### config.mk
export PLATFORM = sky130hd
export DESIGN_NAME = booth_sched
export DESIGN_NICKNAME = d
export VERILOG_FILES = /design/src/rtl/booth_sched_pkg.sv /design/src/rtl/booth.sv /design/src/rtl/booth_rr_pick.sv /design/src/rtl/booth_sched.sv
export SDC_FILE = /design/constraint.sdc
export NUM_CORES = 1
export LEC_CHECK = 0
export CAP_MARGIN = 0
export CELL_PAD_IN_SITES_DETAIL_PLACEMENT = 1
export CELL_PAD_IN_SITES_GLOBAL_PLACEMENT = 1
export CORE_ASPECT_RATIO = 1.4
export CORE_MARGIN = 8
export CORE_UTILIZATION = 38
export DETAILED_ROUTE_END_ITERATION = 16
export GPL_TIMING_DRIVEN = 0
export PLACE_DENSITY = 0.8
export SLEW_MARGIN = 15
export SYNTH_ARGS = -nofsm -noshare
export SYNTH_HDL_FRONTEND = slang
export SYNTH_SLANG_ARGS = --single-unit
### constraint.sdc
create_clock -name clk -period 3 [get_ports clk]
set_input_delay 0.6 -clock clk [delete_from_list [all_inputs] [get_ports clk]]
set_output_delay 0.6 -clock clk [all_outputs]
set_load 0.01 [all_outputs]
### src/rtl/booth_sched_pkg.sv
`default_nettype none
// ============================================================================
// Module      : booth_sched_pkg
// Description : Shared widths, iteration count and FSM encoding for booth_sched.
// Revision    : 1.0 - initial release
// ============================================================================
package booth_sched_pkg;

    localparam int C_MUL_W    = 8;
    localparam int C_MUL_ITER = 8;
    localparam int C_PROD_W   = 2 * C_MUL_W;
    localparam int C_CNT_W    = $clog2(C_MUL_ITER);

    localparam logic [C_CNT_W-1:0] C_CNT_LAST = C_CNT_W'(C_MUL_ITER - 1);

    typedef enum logic [1:0] {
        ST_IDLE = 2'd0,
        ST_RUN  = 2'd1,
        ST_CAPT = 2'd2,
        ST_DONE = 2'd3
    } state_t;

endpackage
`default_nettype wire

### src/rtl/booth.sv
`default_nettype none
// ============================================================================
// Module      : booth
// Description : Radix-2 sequential Booth multiplier, 8x8 signed, one step/clock.
// Revision    : 1.0 - initial release
// ============================================================================
module booth
    import booth_sched_pkg::*;
(
    input  logic                clk,
    input  logic                start,
    input  logic [C_MUL_W-1:0]  X,
    input  logic [C_MUL_W-1:0]  Y,
    output logic [C_PROD_W-1:0] produs
);

    logic [C_MUL_W-1:0] r_a;
    logic [C_MUL_W-1:0] r_q;
    logic [C_MUL_W-1:0] r_m;
    logic               r_q1;
    logic [C_MUL_W-1:0] w_sum;

    always_comb begin
        case ({r_q[0], r_q1})
            2'b01:   w_sum = r_a + r_m;
            2'b10:   w_sum = r_a - r_m;
            default: w_sum = r_a;
        endcase
    end

    // No reset: start reloads the whole datapath before any product is used.
    always_ff @(posedge clk) begin
        if (start) begin
            r_a  <= '0;
            r_q  <= X;
            r_q1 <= 1'b0;
            r_m  <= Y;
        end else begin
            {r_a, r_q, r_q1} <= {w_sum[C_MUL_W-1], w_sum, r_q};
        end
    end

    assign produs = {r_a, r_q};

endmodule
`default_nettype wire

### src/rtl/booth_rr_pick.sv
`default_nettype none
// ============================================================================
// Module      : booth_rr_pick
// Description : Combinational round-robin picker, searches from last+1 upward.
// Revision    : 1.0 - initial release
// ============================================================================
module booth_rr_pick #(
    parameter  int N_REQ = 4,
    localparam int ID_W  = $clog2(N_REQ)
) (
    input  logic [N_REQ-1:0] i_valid,
    input  logic [ID_W-1:0]  i_last,
    output logic [N_REQ-1:0] o_grant,
    output logic [ID_W-1:0]  o_idx,
    output logic             o_any
);

    logic [ID_W-1:0] w_cand;

    always_comb begin
        o_grant = '0;
        o_idx   = '0;
        o_any   = 1'b0;
        w_cand  = i_last;
        for (int k = 0; k < N_REQ; k++) begin
            w_cand = (w_cand == ID_W'(N_REQ - 1)) ? '0 : w_cand + ID_W'(1);
            if (!o_any && i_valid[w_cand]) begin
                o_any           = 1'b1;
                o_grant[w_cand] = 1'b1;
                o_idx           = w_cand;
            end
        end
    end

endmodule
`default_nettype wire

### src/rtl/booth_sched.sv
`default_nettype none
// ============================================================================
// Module      : booth_sched
// Description : Round-robin sharing of one Booth multiplier among N_REQ clients.
// Revision    : 1.0 - initial release
// ============================================================================
module booth_sched
    import booth_sched_pkg::*;
#(
    parameter  int N_REQ = 4,
    localparam int ID_W  = $clog2(N_REQ)
) (
    input  logic                       clk,
    input  logic                       rst,
    input  logic [N_REQ-1:0]           req_valid,
    output logic [N_REQ-1:0]           req_ready,
    input  logic [C_MUL_W*N_REQ-1:0]   req_x,
    input  logic [C_MUL_W*N_REQ-1:0]   req_y,
    output logic                       rsp_valid,
    input  logic                       rsp_ready,
    output logic [ID_W-1:0]            rsp_id,
    output logic [C_PROD_W-1:0]        rsp_produs
);

    state_t              r_state;
    state_t              w_state_nxt;
    logic [ID_W-1:0]     r_last;
    logic [ID_W-1:0]     r_id;
    logic [C_CNT_W-1:0]  r_cnt;
    logic [C_MUL_W-1:0]  r_x;
    logic [C_MUL_W-1:0]  r_y;
    logic                r_rsp_valid;
    logic [ID_W-1:0]     r_rsp_id;
    logic [C_PROD_W-1:0] r_rsp_produs;

    logic [N_REQ-1:0]    w_grant;
    logic [ID_W-1:0]     w_idx;
    logic                w_any;
    logic                w_start;
    logic [C_MUL_W-1:0]  w_bx;
    logic [C_MUL_W-1:0]  w_by;
    logic [C_PROD_W-1:0] w_produs;
    logic [C_MUL_W-1:0]  w_x_arr [N_REQ];
    logic [C_MUL_W-1:0]  w_y_arr [N_REQ];

    genvar gi;
    generate
        for (gi = 0; gi < N_REQ; gi++) begin : g_unpack
            assign w_x_arr[gi] = req_x[C_MUL_W*gi +: C_MUL_W];
            assign w_y_arr[gi] = req_y[C_MUL_W*gi +: C_MUL_W];
        end
    endgenerate

    booth_rr_pick #(.N_REQ(N_REQ)) u_pick (
        .i_valid (req_valid),
        .i_last  (r_last),
        .o_grant (w_grant),
        .o_idx   (w_idx),
        .o_any   (w_any)
    );

    booth u_booth (
        .clk    (clk),
        .start  (w_start),
        .X      (w_bx),
        .Y      (w_by),
        .produs (w_produs)
    );

    // The multiplier iterates only in RUN; everywhere else it is held reloading.
    always_comb begin
        w_state_nxt = r_state;
        req_ready   = '0;
        w_start     = 1'b1;
        w_bx        = r_x;
        w_by        = r_y;
        case (r_state)
            ST_IDLE: begin
                w_bx = w_x_arr[w_idx];
                w_by = w_y_arr[w_idx];
                if (w_any) begin
                    req_ready   = w_grant;
                    w_state_nxt = ST_RUN;
                end
            end
            ST_RUN: begin
                w_start = 1'b0;
                if (r_cnt == C_CNT_LAST) w_state_nxt = ST_CAPT;
            end
            ST_CAPT: w_state_nxt = ST_DONE;
            ST_DONE: if (rsp_ready) w_state_nxt = ST_IDLE;
            default: w_state_nxt = ST_IDLE;
        endcase
    end

    always_ff @(posedge clk or posedge rst) begin
        if (rst) begin
            r_state      <= ST_IDLE;
            r_last       <= ID_W'(N_REQ - 1);
            r_id         <= '0;
            r_cnt        <= '0;
            r_x          <= '0;
            r_y          <= '0;
            r_rsp_valid  <= 1'b0;
            r_rsp_id     <= '0;
            r_rsp_produs <= '0;
        end else begin
            r_state <= w_state_nxt;
            case (r_state)
                ST_IDLE: begin
                    if (w_any) begin
                        r_id   <= w_idx;
                        r_last <= w_idx;
                        r_cnt  <= '0;
                        r_x    <= w_bx;
                        r_y    <= w_by;
                    end
                end
                ST_RUN:  r_cnt <= r_cnt + C_CNT_W'(1);
                // Product is only valid this cycle; the multiplier reloads next edge.
                ST_CAPT: begin
                    r_rsp_produs <= w_produs;
                    r_rsp_id     <= r_id;
                    r_rsp_valid  <= 1'b1;
                end
                ST_DONE: if (rsp_ready) r_rsp_valid <= 1'b0;
                default: ;
            endcase
        end
    end

    assign rsp_valid  = r_rsp_valid;
    assign rsp_id     = r_rsp_id;
    assign rsp_produs = r_rsp_produs;

endmodule
`default_nettype wire
Word level (Yosys, flattened, before mapping)

Index checks and enable logic that the tools add are counted.
Widths: inputs -> output; s select.

Bits in registers: 67
Input bits: 71
Output and inout port bits: 23
Word-level logic and storage cells: 115

$add $sub $neg: 7
Order comparisons: 9
Eq/ne operators: 13
Muxes and demuxes: 52
Bitwise operators: 4
Reduce and logical (&&, ||, !) cells: 17

Operators with widths:

| kind                | count |
|---|---|
| $mux 8              | 7 |
| $bmux 8 s2          | 2 |
| $mux 4              | 6 |
| $mux 2              | 11 |
| $pmux 8 s2          | 1 |
| $eq 2x2->1 const B  | 7 |
| $mux 1              | 13 |
| $lt 2x3->1 const B  | 4 |
| $or 4x4->4          | 3 |
| $add 2x1->2 const B | 4 |
| $add 8x8->8         | 1 |
| $bmux 1 s2          | 4 |
| $demux 1 s2         | 4 |
| $ge 2x1->1 const B  | 4 |
| $pmux 2 s4          | 1 |
| $sub 8x8->8         | 1 |
| $logic_and 1x1->1   | 7 |
| $pmux 3 s2          | 1 |
| $reduce_and 2->1    | 3 |
| $eq 2x1->1 const B  | 2 |
| $ne 2x2->1 const B  | 2 |
| $reduce_bool 2->1   | 2 |
| $add 3x1->3 const B | 1 |
| $eq 3x3->1 const B  | 1 |
| 8 further kinds     | 10 |

Depth between registers and ports, before layout

Gate-level depths: netlist of run 1.

Depth after elaboration: 20
Gate-level depth with buffers: 12
Mapped depth without buffers: 11

Modules after synthesis

A second synthesis of run 1 with hierarchy kept.

Cells, all modules: 426
Area, all modules: 4450.5 µm²

Modules (own cells, without submodules):

| module        | instances | cells an instance | area an instance (µm²) |
|---|---|---|---|
| booth_sched   | 1         | 218               | 2521.2 |
| booth         | 1         | 114               | 1238.7 |
| booth_rr_pick | 1         | 94                | 690.7 |

Least setup slack after synthesis of run 1

Ideal clock, no wire load.

Kind: register -> output
Start: register r_last[0]
End: output req_ready[0]
Data arrival time: 2.262 ns
Data required time: 2.400 ns
Slack: 0.138 ns
Cell stages (with the launch flop): 8
Cell sequence: dfstp_2 > inv_1 > ha_1 > clkbuf_1 > or4_1 > o21ai_0 > nand2_1 > a31oi_1

Cells in the longest elaborated chain, start to end: 16

RTL lines:

| item                                                                  | line                                     | RTL |
|---|---|---|
| start, declared                                                       | booth_sched.sv:27                        | `logic [ID_W-1:0] r_last;` |
| start signal, assigned                                                | booth_sched.sv:99                        | `r_last <= ID_W'(N_REQ - 1);` |
| start signal, assigned                                                | booth_sched.sv:113                       | `r_last <= w_idx;` |
| $add 2x1->2 or $eq 2x2->1 (tied branches)                             | booth_rr_pick.sv:26                      | `w_cand = (w_cand == ID_W'(N_REQ - 1)) ? '0 : w_cand + ID_W'(1);` |
| $mux 2 (*)                                                            | booth_rr_pick.sv:26                      |  |
| $add 2x1->2, or another cell as far along                             | booth_rr_pick.sv:26                      |  |
| $mux 2 or $mux 1 (tied branches)                                      | booth_rr_pick.sv:26, booth_rr_pick.sv:27 |  |
| $add 2x1->2, or another cell as far along                             | booth_rr_pick.sv:26                      |  |
| $mux 2, or another cell as far along                                  | booth_rr_pick.sv:26                      |  |
| $add 2x1->2, or another cell as far along                             | booth_rr_pick.sv:26                      |  |
| $mux 2, or another cell as far along                                  | booth_rr_pick.sv:26                      |  |
| $lt 2x3->1 (not written as such), or another cell as far along        | booth_rr_pick.sv:29                      | `o_grant[w_cand] = 1'b1;` |
| $logic_and 1x1->1 (not written as such), or another cell as far along | booth_rr_pick.sv:29                      |  |
| $mux 1 (not written as such), or another cell as far along            | booth_rr_pick.sv:29                      |  |
| $demux 1 s2, or another cell as far along                             | n/a                                      |  |
| $or 4x4->4 (no line) or $logic_and 1x1->1 (tied branches)             | n/a                                      |  |
| $mux 4 or $mux 1 (tied branches)                                      | booth_rr_pick.sv:27                      | `if (!o_any && i_valid[w_cand]) begin` |
| $mux 4 (*)                                                            | booth_sched.sv:81                        | `if (w_any) begin` |
| $mux 4 (*)                                                            | booth_sched.sv:77                        | `case (r_state)` |
| end, declared                                                         | booth_sched.sv:16                        | `output logic [N_REQ-1:0] req_ready,` |

Mark *: on every way between the ends. The rest lies on a longest branch, timed or not. The select of a mux whose other input is x is not followed.

Final worst setup path of run 1

Start: register r_last[0]
End: output req_ready[3]

Same word-level chain as after synthesis.

==> results of run 1 <==
[cell usage in the layout (no fill, tap or decap), types with 4 or more instances in the layout]
master,synthesis,routed
clkdlybuf4s50_1,0,85
a31oi_1,11,11
a32o_1,6,6
a22oi_2,0,4
nor3_1,9,7
edfxtp_1,8,8
dfrtp_1,41,41
o21ai_0,29,27
a32oi_1,6,6
buf_6,4,6
a21oi_1,20,20
xnor2_1,8,8
mux2i_1,12,11
mux2_2,33,33
nor2_1,21,21
o211ai_1,4,4
buf_4,2,12
dfxtp_1,16,16
ha_1,24,21
inv_1,19,16
o22ai_1,4,4
clkbuf_16,0,11
nand3_1,10,10
nand2_1,70,69
a22oi_1,11,7
clkbuf_1,17,13
buf_2,3,6
[metal layers]
metal	GRT usage [%]	up-vias	wire, um
met5	0	-	0
met4	8.03	0	431
met3	3.88	32	492
met2	38.3	95	8080
met1	18.8	1944	5110
li1	-	1822	-
[worst reg2reg max path, stage by stage, from the launching register on]
cell and delay (ns):
dfstp_2 0.60, inv_4 0.06, ha_4 0.26, buf_4 0.16
nand2b_1 0.14, a21o_1 0.19, nand3_2 0.16, clkbuf_1 0.49
nand2_1 0.12, a32oi_1 0.28, mux2_2 0.22
[worst max-delay path by stage]
stage                       startpoint           end  slack (ns)  cells after the start
after detailed placement  req_valid[0]  req_ready[3]       -0.88                      7
after floorplan              r_last[0]  req_ready[0]        0.14                      7
after global routing         r_last[0]  req_ready[0]       -0.16                      9
after global placement    req_valid[0]  req_ready[1]       -0.80                      7
after CTS                    r_last[1]  req_ready[3]       -0.05                      8
final                        r_last[0]  req_ready[3]       -0.03                      7
[timing repair]
item | CTS | global route
endpoints found under the setup margin | 5 | 5
resized for setup | 49 | 10
pin swaps | 10 | 9
setup buffers | 9 | 2
[area by class of cell]
cell class / instances / area share [%]
Clock inverter: 3 / 0.691
Clock buffer: 13 / 5.06
Timing Repair Buffer: 104 / 17.5
Tap cell: 141 / 3.05
Multi-Input combinational cell: 328 / 41.0
Sequential cell: 67 / 28.3
Inverter: 19 / 1.32
Buffer: 27 / 3.18
[synth_stat cells, types with 6 or more instances]
master    count  share of area [%]
nand3_1      10                1.2
a32oi_1       6                1.3
a22oi_1      11                2.0
nor3_1        9                1.1
o21ai_0      29                3.5
nor2_1       21                1.9
inv_1        19                1.7
nand2_1      70                6.3
dfxtp_1      16                7.7
dfrtp_1      41                 25
clkbuf_1     17                1.5
ha_1         24                7.2
xnor2_1       8                1.7
mux2i_1      12                2.9
a32o_1        6                1.4
edfxtp_1      8                5.8
a31oi_1      11                1.7
a21oi_1      20                2.4
mux2_2       33                9.0
[stage by stage]
step / power (mW) / utilization [%] / instance area [um2] / TNS (ns) / hold WS (ns)
final: 7.19 / 53.9 / 5790 / -0.0507 / 0.486
after global routing: 7.68 / 53.9 / 5790 / -0.477 / 0.515
after CTS: 7.14 / 53.5 / 5750 / -0.0985 / 0.494
after detailed placement: 5.70 / 49.0 / 5270 / -3.46 / 0.481
after global placement: 5.47 / 48.8 / 5250 / -3.12 / 0.462
after floorplan: 4.35 / - / 4150 / 0 / 0.441
[registers in the layout (all words and copies together) (netlist names)]
signal and cells:
rsp_produs 15, r_x 8, r_y 8, u_booth.r_m 8, u_booth.r_q 8, u_booth.r_a 7, r_cnt 3, r_id 2
r_last 2, r_state 2, rsp_id 2, rsp_valid 1, u_booth.r_q1 1
[power by group through the flow]
stage / clock network, mW / logic [mW] / registers [mW]
2_1_floorplan: 0 / 2.66 / 1.69
3_3_place_gp: 0 / 3.77 / 1.69
3_5_place_dp: 0 / 3.97 / 1.73
4_1_cts: 1.17 / 4.26 / 1.71
5_1_grt: 1.20 / 4.70 / 1.77
6_report: 1.16 / 4.31 / 1.72
[kinds of logic after synthesis]
logic type	after synthesis
buffers and inverters	48
adder cells (fa/ha/maj)	25
flip-flops	67
XOR/XNOR	11
multiplexers	46
AO/OA/AOI/OAI	111
AND/OR/NAND/NOR	135
==> run_results.csv, run 1 <==
group,metric,value,unit
synthesis,ys_seq_elements,67,
sta,finClkSkew,0.00475,ns
critical_path,r2r_cells,10,
finish,stdcell_count,702,
sta,finalHoldViolCount,0,
placement,pre_cts_slack,-0.881,ns
power_and_ir_drop,power.leakage,2.40,nW
synthesis,synth-seq-area-share,39.5,%
clock_network,clock-sinks,67,
critical_path,worst_setup_path_end_kind,"output pin",
synthesis,synth_edf_count,8,
routing,wl_per_cell,20.1,um
placement,dp_hpwl,10.6,mm
finish,area_delta_synth_final,39.6,%
sta,slew_violations,0,
clock_network,cts_hold_buf,0,
critical_path,critPathBufInv,2,
critical_path,reg2reg_from,"r_last[1]",
clock_network,cts.htree.levels,3,
finish,multi_input_area,2370,um2
global_routing,grt_pass1_vias,4434,
clock_network,cts_buffers,9,
synthesis,synth_fa_ha_area_share,7.72,%
min_path,min_from,"r_id[1]",
die,io_pins,94,
critical_path,r2r_slack,0.19,ns
sta,worstMarginPinSlew,0.966,ns
critical_path,required,2.40,ns
synthesis,syn_inst,443,
status,outcome,"complete, but fails checks",
routing,antenna_left,0,
critical_path,slowest_delay,0.61,ns
min_path,min-delay-path-class,"register to register",
finish,fillers,1217,
synthesis,synthSimpleGateAreaFrac,14.8,%
global_routing,antenna_found_initial,0,
placement,place.gp.congestion,0.887,
min_path,whs_path_depth,2,
die,dieArea,14600,um2
finish,diodes,0,
synthesis,synthArstFlopShare,64.2,%
synthesis,synth_xor_area_share,2.32,%
clock_network,clk_latency,0.33,ns
clock_network,cts-root-buf,"clkbuf_16",
clock_network,cts_tree,"done",
synthesis,synth_warnings,0,
power_and_ir_drop,swShare,42.5,%
sta,fmax,0.330,GHz
global_routing,grt_remaining_overflow,0,
die,start_util,38.6,%
critical_path,reg2reg_to,"u_booth.r_m[3]",
routing,dr.pass1.iters,4,
synthesis,avgSynthCellArea,9.36,um2
synthesis,synth-main-ff-cell,"dfrtp_1",
die,die_h,140,um
sta,min_period,3.03,ns
sta,setup_ws,-0.0307,ns
critical_path,path_cells,"ha_4 > or2_1 > buf_6 > mux4_2 > a22oi_2 > a31oi_1 > buf_2",
clock_network,cts.clk_slew.worst_paths,0.06,ns
power_and_ir_drop,p_switching,3.05,mW
routing,drc,0,
critical_path,critPathTopFamily,"flip-flops",
finish,regArea,1640,um2
power_and_ir_drop,p_per_area,1240,nW/um2
power_and_ir_drop,pwr-share-seq,24.0,%
finish,nets,652,
global_routing,grt_pass1_wl,22.7,mm
critical_path,crit_slowest_cell,"dfstp_2",
sta,finalSetupViolCount,4,
routing,num_vias,3893,
synthesis,netlist_area,4150,um2
min_path,holdPathEnd,"r_id[1]",
sta,maxSlewHeadroom,35.6,%
power_and_ir_drop,combPwrFrac,59.9,%
synthesis,mappedNetlistNets,539,
placement,portBuffers,92,
critical_path,worst_setup_path_start_kind,"register",
run,maxCapViolations,0,
global_routing,grt_max_degree,26,
synthesis,yosysUniqueCellTypes,58,
critical_path,crit_fanout,7,
critical_path,criticalPathCategory,"register to output pin",
die,dieWidth,104,um
clock_network,clk_path_buf_depth,2,
routing,drt_wl_total,14.1,mm
routing,drt_iter0_drc,119,
global_routing,grt_use_total,19.4,%
power_and_ir_drop,clock_power_share,16.1,%
power_and_ir_drop,ir_drop,0.000564,V
die,core_area,10800,um2
sta,finalCritPeriodShare,101,%
critical_path,arrival,2.43,ns
die,rows,45,
synthesis,synth_top_family_by_area,"compound AO/OA/AOI/OAI gates",
finish,drive_gt1_share,18.5,%
sta,rsz0062_at_grt,"true",
placement,dp.cells,677,
status,violations,"setup timing",
synthesis,synth_compound_area_share,17.6,%
routing,viasPerCell,5.55,
synthesis,synth.area.mux_share,12.4,%
power_and_ir_drop,p_int,4.13,mW
(Power assumes the default switching activity.)
==> run 2, diff against run 1 <==
--- a/config.mk
+++ b/config.mk
@@ -5,12 +5,13 @@
 export SDC_FILE = /design/constraint.sdc
 export NUM_CORES = 1
 export LEC_CHECK = 0
+export ABC_AREA = 1
 export CAP_MARGIN = 0
 export CELL_PAD_IN_SITES_DETAIL_PLACEMENT = 1
 export CELL_PAD_IN_SITES_GLOBAL_PLACEMENT = 1
 export CORE_ASPECT_RATIO = 1.4
 export CORE_MARGIN = 8
-export CORE_UTILIZATION = 38
+export CORE_UTILIZATION = 37
 export DETAILED_ROUTE_END_ITERATION = 16
 export GPL_TIMING_DRIVEN = 0
 export PLACE_DENSITY = 0.8
==> run 2 against run 1 <==
Cell area rose by 4.6%. Synthesized area rose by 5.8%. Maximum frequency rose by 0.63%. Synthesized cell count rose by 32%. Sequential share of layout area fell by 1.3 points. Clock skew rose by 0.0018 ns. Setup slack improved by 0.019 ns. The flow still finishes with violations (setup timing). Critical endpoint is now req_ready[2]. Routed wire length rose by 1.4%. Die area rose by 7.4%.
==> run_results.csv, run 2 <==
group,metric,value,unit
status,outcome,"complete, but fails checks",
status,violations,"setup timing",
synthesis,yosysTopAreaCell,"dfrtp_1",
global_routing,antenna_found_initial,0,
sta,rsz0062_at_grt,"true",
routing,num_vias,4307,
global_routing,grt_max_degree,32,
die,core_area,11700,um2
finish,diodes,0,
clock_network,clock-sinks,67,
synthesis,synth-seq-area-share,37.4,%
synthesis,synth.area.top_cells,"dfrtp_1 (23%), nand2_1 (14%), dfxtp_1 (7.3%)",
synthesis,synthSimpleGateAreaFrac,29.9,%
finish,final_common_cell,"nand2_1",
placement,pre_cts_slack,-0.490,ns
routing,antenna_left,0,
min_path,min-delay-path-class,"register to register",
critical_path,crit_fanout,6,
sta,maxSlewHeadroom,46.0,%
clock_network,cts-root-buf,"clkbuf_16",
clock_network,cts_buffers,9,
critical_path,r2r_slack,0.16,ns
min_path,min_from,"u_booth.r_q[2]",
synthesis,ys_seq_elements,67,
global_routing,grt_pass1_vias,4822,
sta,finalHoldViolCount,0,
sta,finalCritPeriodShare,100,%
critical_path,reg2reg_to,"u_booth.r_m[7]",
clock_network,clk_latency,0.34,ns
synthesis,synth-main-ff-cell,"dfrtp_1",
finish,fillers,1441,
clock_network,cts_tree,"done",
synthesis,synth.area.mux_share,2.54,%
critical_path,endpoint,"req_ready[2]",
synthesis,synth_top_area_share,23.4,%
synthesis,synth_top_family_by_area,"simple AND/OR/NAND/NOR gates",
die,io_pins,94,
critical_path,cp-startpoint,"r_last[0]",
synthesis,synth_compound_area_share,11.1,%
critical_path,arrival,2.41,ns
die,dieWidth,108,um
clock_network,clk_path_buf_depth,2,
synthesis,mappedNetlistNets,679,
routing,viasPerCell,5.04,
clock_network,cts.htree.levels,3,
sta,setup_ws,-0.0117,ns
finish,final_cell_mix,"nand2_1 (153), clkdlybuf4s50_1 (89), inv_1 (69), nand3_1 (52), dfrtp_1 (41)",
finish,finish.utilization,51.8,%
finish,drive_gt1_share,16.1,%
synthesis,synth_common_cells,"nand2_1 (163), inv_1 (75), nand3_1 (53)",
synthesis,yosysUniqueCellTypes,40,
synthesis,avgSynthCellArea,7.52,um2
die,start_util,37.5,%
synthesis,netlist_area,4390,um2
die,die_h,145,um
synthesis,synth_xor_area_share,2.00,%
die,rows,47,
routing,drt_iter0_drc,159,
die,dieArea,15600,um2
sta,fmax,0.332,GHz
finish,fin_area,6060,um2
routing,drc,0,
placement,place.gp.congestion,0.820,
synthesis,synth_warnings,0,
critical_path,criticalPathCategory,"register to output pin",
sta,worstMarginPinSlew,0.809,ns
sta,tns,-0.0117,ns
sta,finClkSkew,0.00652,ns
clock_network,cts.clk_slew.worst_paths,0.05,ns
critical_path,worst_setup_path_start_kind,"register",
routing,drt_wl_total,14.3,mm
placement,dp_hpwl,10.7,mm
sta,slew_violations,0,
sta,finalSetupViolCount,1,
global_routing,grt_remaining_overflow,0,
finish,largest_reg_flops,15,
global_routing,grt_pass1_wl,22.7,mm
synthesis,synthArstFlopShare,64.2,%
sta,min_period,3.01,ns
global_routing,grt_use_total,18.4,%
critical_path,r2r_cells,16,
placement,portBuffers,93,
synthesis,synth_edf_count,8,
placement,postPlaceCellArea,5520,um2
critical_path,reg2reg_from,"r_last[0]",
routing,wl_per_cell,16.7,um
routing,dr.pass1.iters,4,
synthesis,post-synth-top-count-cell,"nand2_1",
finish,nets,799,
critical_path,worst_setup_path_end_kind,"output pin",
finish,area_delta_synth_final,38.2,%
synthesis,syn_inst,583,
run,maxCapViolations,0,
synthesis,synth_fa_ha_area_share,7.30,%
critical_path,required,2.40,ns
-- run 2: changes by cell type in the layout (fill, tap and decap cells not counted), moves of 8 or more --
| cell | before | now |
|---|---|---|
| nand2_1 | 69 | 153 |
| inv_1 | 16 | 69 |
| nand3_1 | 10 | 52 |
| mux2_2 | 33 | 9 |
| o21ai_1 | 2 | 21 |
| nor2_1 | 21 | 36 |
| nand2_4 | 0 | 13 |
| a21oi_1 | 20 | 32 |
| mux2i_1 | 11 | 1 |
| a31oi_1 | 11 | 3 |
| nand2_2 | 1 | 9 |
-- run 2: layer usage --
| layer | vias up | GRT usage (%) | part of all wire (%) |
|---|---|---|---|
| met5 | - | 0 | 0 |
| met4 | 0 | 9.46 | 3.2 |
| met3 | 30 | 3.55 | 3.5 |
| met2 | 94 | 34.8 | 55 |
| met1 | 2068 | 18.3 | 39 |
| li1 | 2115 | - | - |
-- run 2: cells by family (layout without fill, tap and decap cells) --
family / after synthesis / in the layout
AO/OA/AOI/OAI: 88 / 88
XOR/XNOR: 10 / 10
adder cells (fa/ha/maj): 25 / 25
buffers and inverters: 100 / 224
flip-flops: 67 / 67
multiplexers: 10 / 10
AND/OR/NAND/NOR: 283 / 284
-- run 2: through the flow --
step                hold WS, ns  std cells
finish                    0.450        855
global route              0.490        855
CTS                       0.447        851
detailed placement        0.438        824
global placement          0.430        823
floorplan                 0.417        583
-- run 2: worst min path at each step --
stage,end,depth (start not counted),slack [ns]
2_1_floorplan,u_booth.r_q[1],2,0.42
3_3_place_gp,u_booth.r_q[1],2,0.43
3_5_place_dp,u_booth.r_q[1],2,0.44
4_1_cts,u_booth.r_q[1],2,0.45
5_1_grt,u_booth.r_q[3],2,0.49
6_report,u_booth.r_q[1],2,0.45
-- run 2: critical path, stage by stage, from the launching register on --
cell        delay [ns]
dfstp_2           0.58
clkinvlp_4        0.13
ha_4              0.29
inv_6             0.09
buf_4             0.10
nand3_1           0.11
nand2_2           0.11
nand3_4           0.12
o221ai_2          0.22
a21oi_2           0.05
nor2_1            0.10
buf_2             0.15
-- run 2: cell type report --
| class | instances | area [um2] | area share (%) |
|---|---|---|---|
| multi-input combinational | 417 | 2470 | 40.8 |
| sequential | 67 | 1640 | 27.0 |
| timing repair buffer | 110 | 1070 | 17.6 |
| inverter | 78 | 307 | 5.06 |
| clock buffer | 9 | 225 | 3.72 |
| tap | 147 | 184 | 3.03 |
| buffer | 20 | 133 | 2.19 |
| clock inverter | 7 | 35.0 | 0.578 |
-- run 2: what timing repair did --
action                     4_1_cts  5_1_grt
hold buffers                     0        0
cloned                           1        0
setup buffers                   10        6
setup endpoints to repair       13        6
gates resized for setup         30       29
pin swaps                        8       14
Power of run 2 is left out: the tool's default activity adds up to more than one toggle a clock period on the data nets, which glitch-free logic cannot reach.
==> run 3, diff against run 2 <==
--- a/config.mk
+++ b/config.mk
@@ -6,7 +6,6 @@
 export NUM_CORES = 1
 export LEC_CHECK = 0
 export ABC_AREA = 1
-export CAP_MARGIN = 0
 export CELL_PAD_IN_SITES_DETAIL_PLACEMENT = 1
 export CELL_PAD_IN_SITES_GLOBAL_PLACEMENT = 1
 export CORE_ASPECT_RATIO = 1.4
==> constraint.sdc (replaced) <==
create_clock -name clk -period 2.95 [get_ports clk]
set_input_delay 0.59 -clock clk [delete_from_list [all_inputs] [get_ports clk]]
set_output_delay 0.59 -clock clk [all_outputs]
set_load 0.01 [all_outputs]
==> run 3 against run 2 <==
The run still ends with setup timing left. Core utilization grew 0.25 points. Register-to-register slack lost 0.10 ns. Die area is the same. Critical path type unchanged. Critical endpoint is now req_ready[0].
==> run_results.csv, run 3 (synthesized netlist as in run 2, its figures left out) <==
group,metric,value,unit
critical_path,worst_setup_path_end_kind,"output pin",
sta,maxSlewHeadroom,45.8,%
routing,viasPerCell,5.09,
status,outcome,"complete, but fails checks",
finish,diodes,0,
global_routing,grt_remaining_overflow,0,
finish,drive_gt1_share,16.3,%
routing,antenna_left,0,
die,dieArea,15600,um2
placement,portBuffers,93,
min_path,whs_path_depth,2,
sta,worstMarginPinSlew,0.813,ns
finish,final_cell_mix,"nand2_1 (154), clkdlybuf4s50_1 (89), inv_1 (69), nand3_1 (53), dfrtp_1 (41)",
sta,finalCritPeriodShare,103,%
sta,setup_ws,-0.0861,ns
clock_network,cts_buffers,9,
placement,dp.cells,824,
sta,fmax,0.329,GHz
global_routing,grt_use_total,18.4,%
die,start_util,37.5,%
sta,rsz0062_at_grt,"true",
critical_path,arrival,2.45,ns
global_routing,grt_max_degree,32,
critical_path,crit_fanout,6,
clock_network,clk_latency,0.34,ns
global_routing,grt_pass1_wl,22.7,mm
die,die_h,145,um
global_routing,grt_pass1_vias,4822,
clock_network,cts_hold_buf,0,
die,io_pins,94,
sta,holdWs,0.446,ns
routing,drt_iter0_drc,172,
sta,finalSetupViolCount,4,
clock_network,clock-sinks,67,
sta,finalHoldViolCount,0,
clock_network,cts.htree.levels,3,
routing,drt_wl_total,14.7,mm
die,rows,47,
finish,nets,803,
sta,min_period,3.04,ns
clock_network,cts.clk_slew.worst_paths,0.06,ns
status,violations,"setup timing",
placement,place.gp.congestion,0.820,
critical_path,criticalPathCategory,"register to output pin",
sta,slew_violations,0,
die,dieWidth,108,um
clock_network,cts_tree,"done",
routing,wl_per_cell,17.2,um
finish,area_delta_synth_final,38.8,%
finish,stdcell_count,859,
run,maxCapViolations,0,
finish,largest_reg_flops,15,
sta,finClkSkew,0.00573,ns
global_routing,antenna_found_initial,0,
critical_path,r2r_cells,17,
routing,num_vias,4374,
routing,dr.pass1.iters,4,
clock_network,cts-root-buf,"clkbuf_16",
min_path,min-delay-path-class,"register to register",
placement,dp_hpwl,10.7,mm
routing,drc,0,
clock_network,clk_path_buf_depth,2,
finish,final_common_cell,"nand2_1",
die,core_area,11700,um2
critical_path,required,2.36,ns
critical_path,worst_setup_path_start_kind,"register",
run 3: metrics by stage:
step,utilization [%],area [um2],worst slack (ns),setup TNS [ns]
finish,52.0,6090,-0.0861,-0.224
global route,52.0,6090,-0.144,-0.814
CTS,50.5,5910,0.00393,0
detailed placement,47.2,5520,-0.530,-2.81
global placement,47.0,5500,-0.439,-1.91
floorplan,-,4390,0.271,0
run 3: repair_timing:
action	4_1_cts	5_1_grt
pin swaps	8	14
endpoints found under the setup margin	19	9
cloned	1	0
setup buffers	10	9
gates resized for setup	30	28
run 3: routing by layer:
layer | global-route usage [%] | share of wire [%] | vias up
met2 | 34.8 | 54 | 108
met5 | 0 | 0 | -
met3 | 3.55 | 3.9 | 40
met4 | 9.46 | 4.1 | 0
met1 | 18.3 | 38 | 2099
li1 | - | - | 2127
run 3: layout make-up:
type,count,area [um2]
multi-input combinational,417,2470
timing repair buffer,113,1090
buffer,21,136
clock inverter,7,35.0
fill,1430,5610
tap,147,184
inverter,78,307
clock buffer,9,225
sequential,67,1640
run 3: critical path: stages, from the launching register on:
cell and delay [ns]:
dfstp_2 0.58, clkinvlp_4 0.14, ha_4 0.34, inv_6 0.06, buf_4 0.12, nand3_1 0.11, nand2_2 0.08, nand3_4 0.15
o221ai_2 0.13, a21oi_2 0.17, nor2_1 0.06, buf_2 0.17
run 3: path summary, 6_finish.rpt:
kind / slack [ns] / from / endpoint
worst max-delay path: -0.09 / r_last[0] / req_ready[0]
worst min-delay path: 0.45 / u_booth.r_q[2] / u_booth.r_q[1]
worst max register to register: 0.06 / r_last[0] / u_booth.r_m[7]
worst min register to register: 0.45 / u_booth.r_q[2] / u_booth.r_q[1]
max in group asynchronous: 1.95 / rst / rsp_produs[7]
min in group asynchronous: 0.52 / rst / r_cnt[0]
Power of run 3 is left out for the same reason.
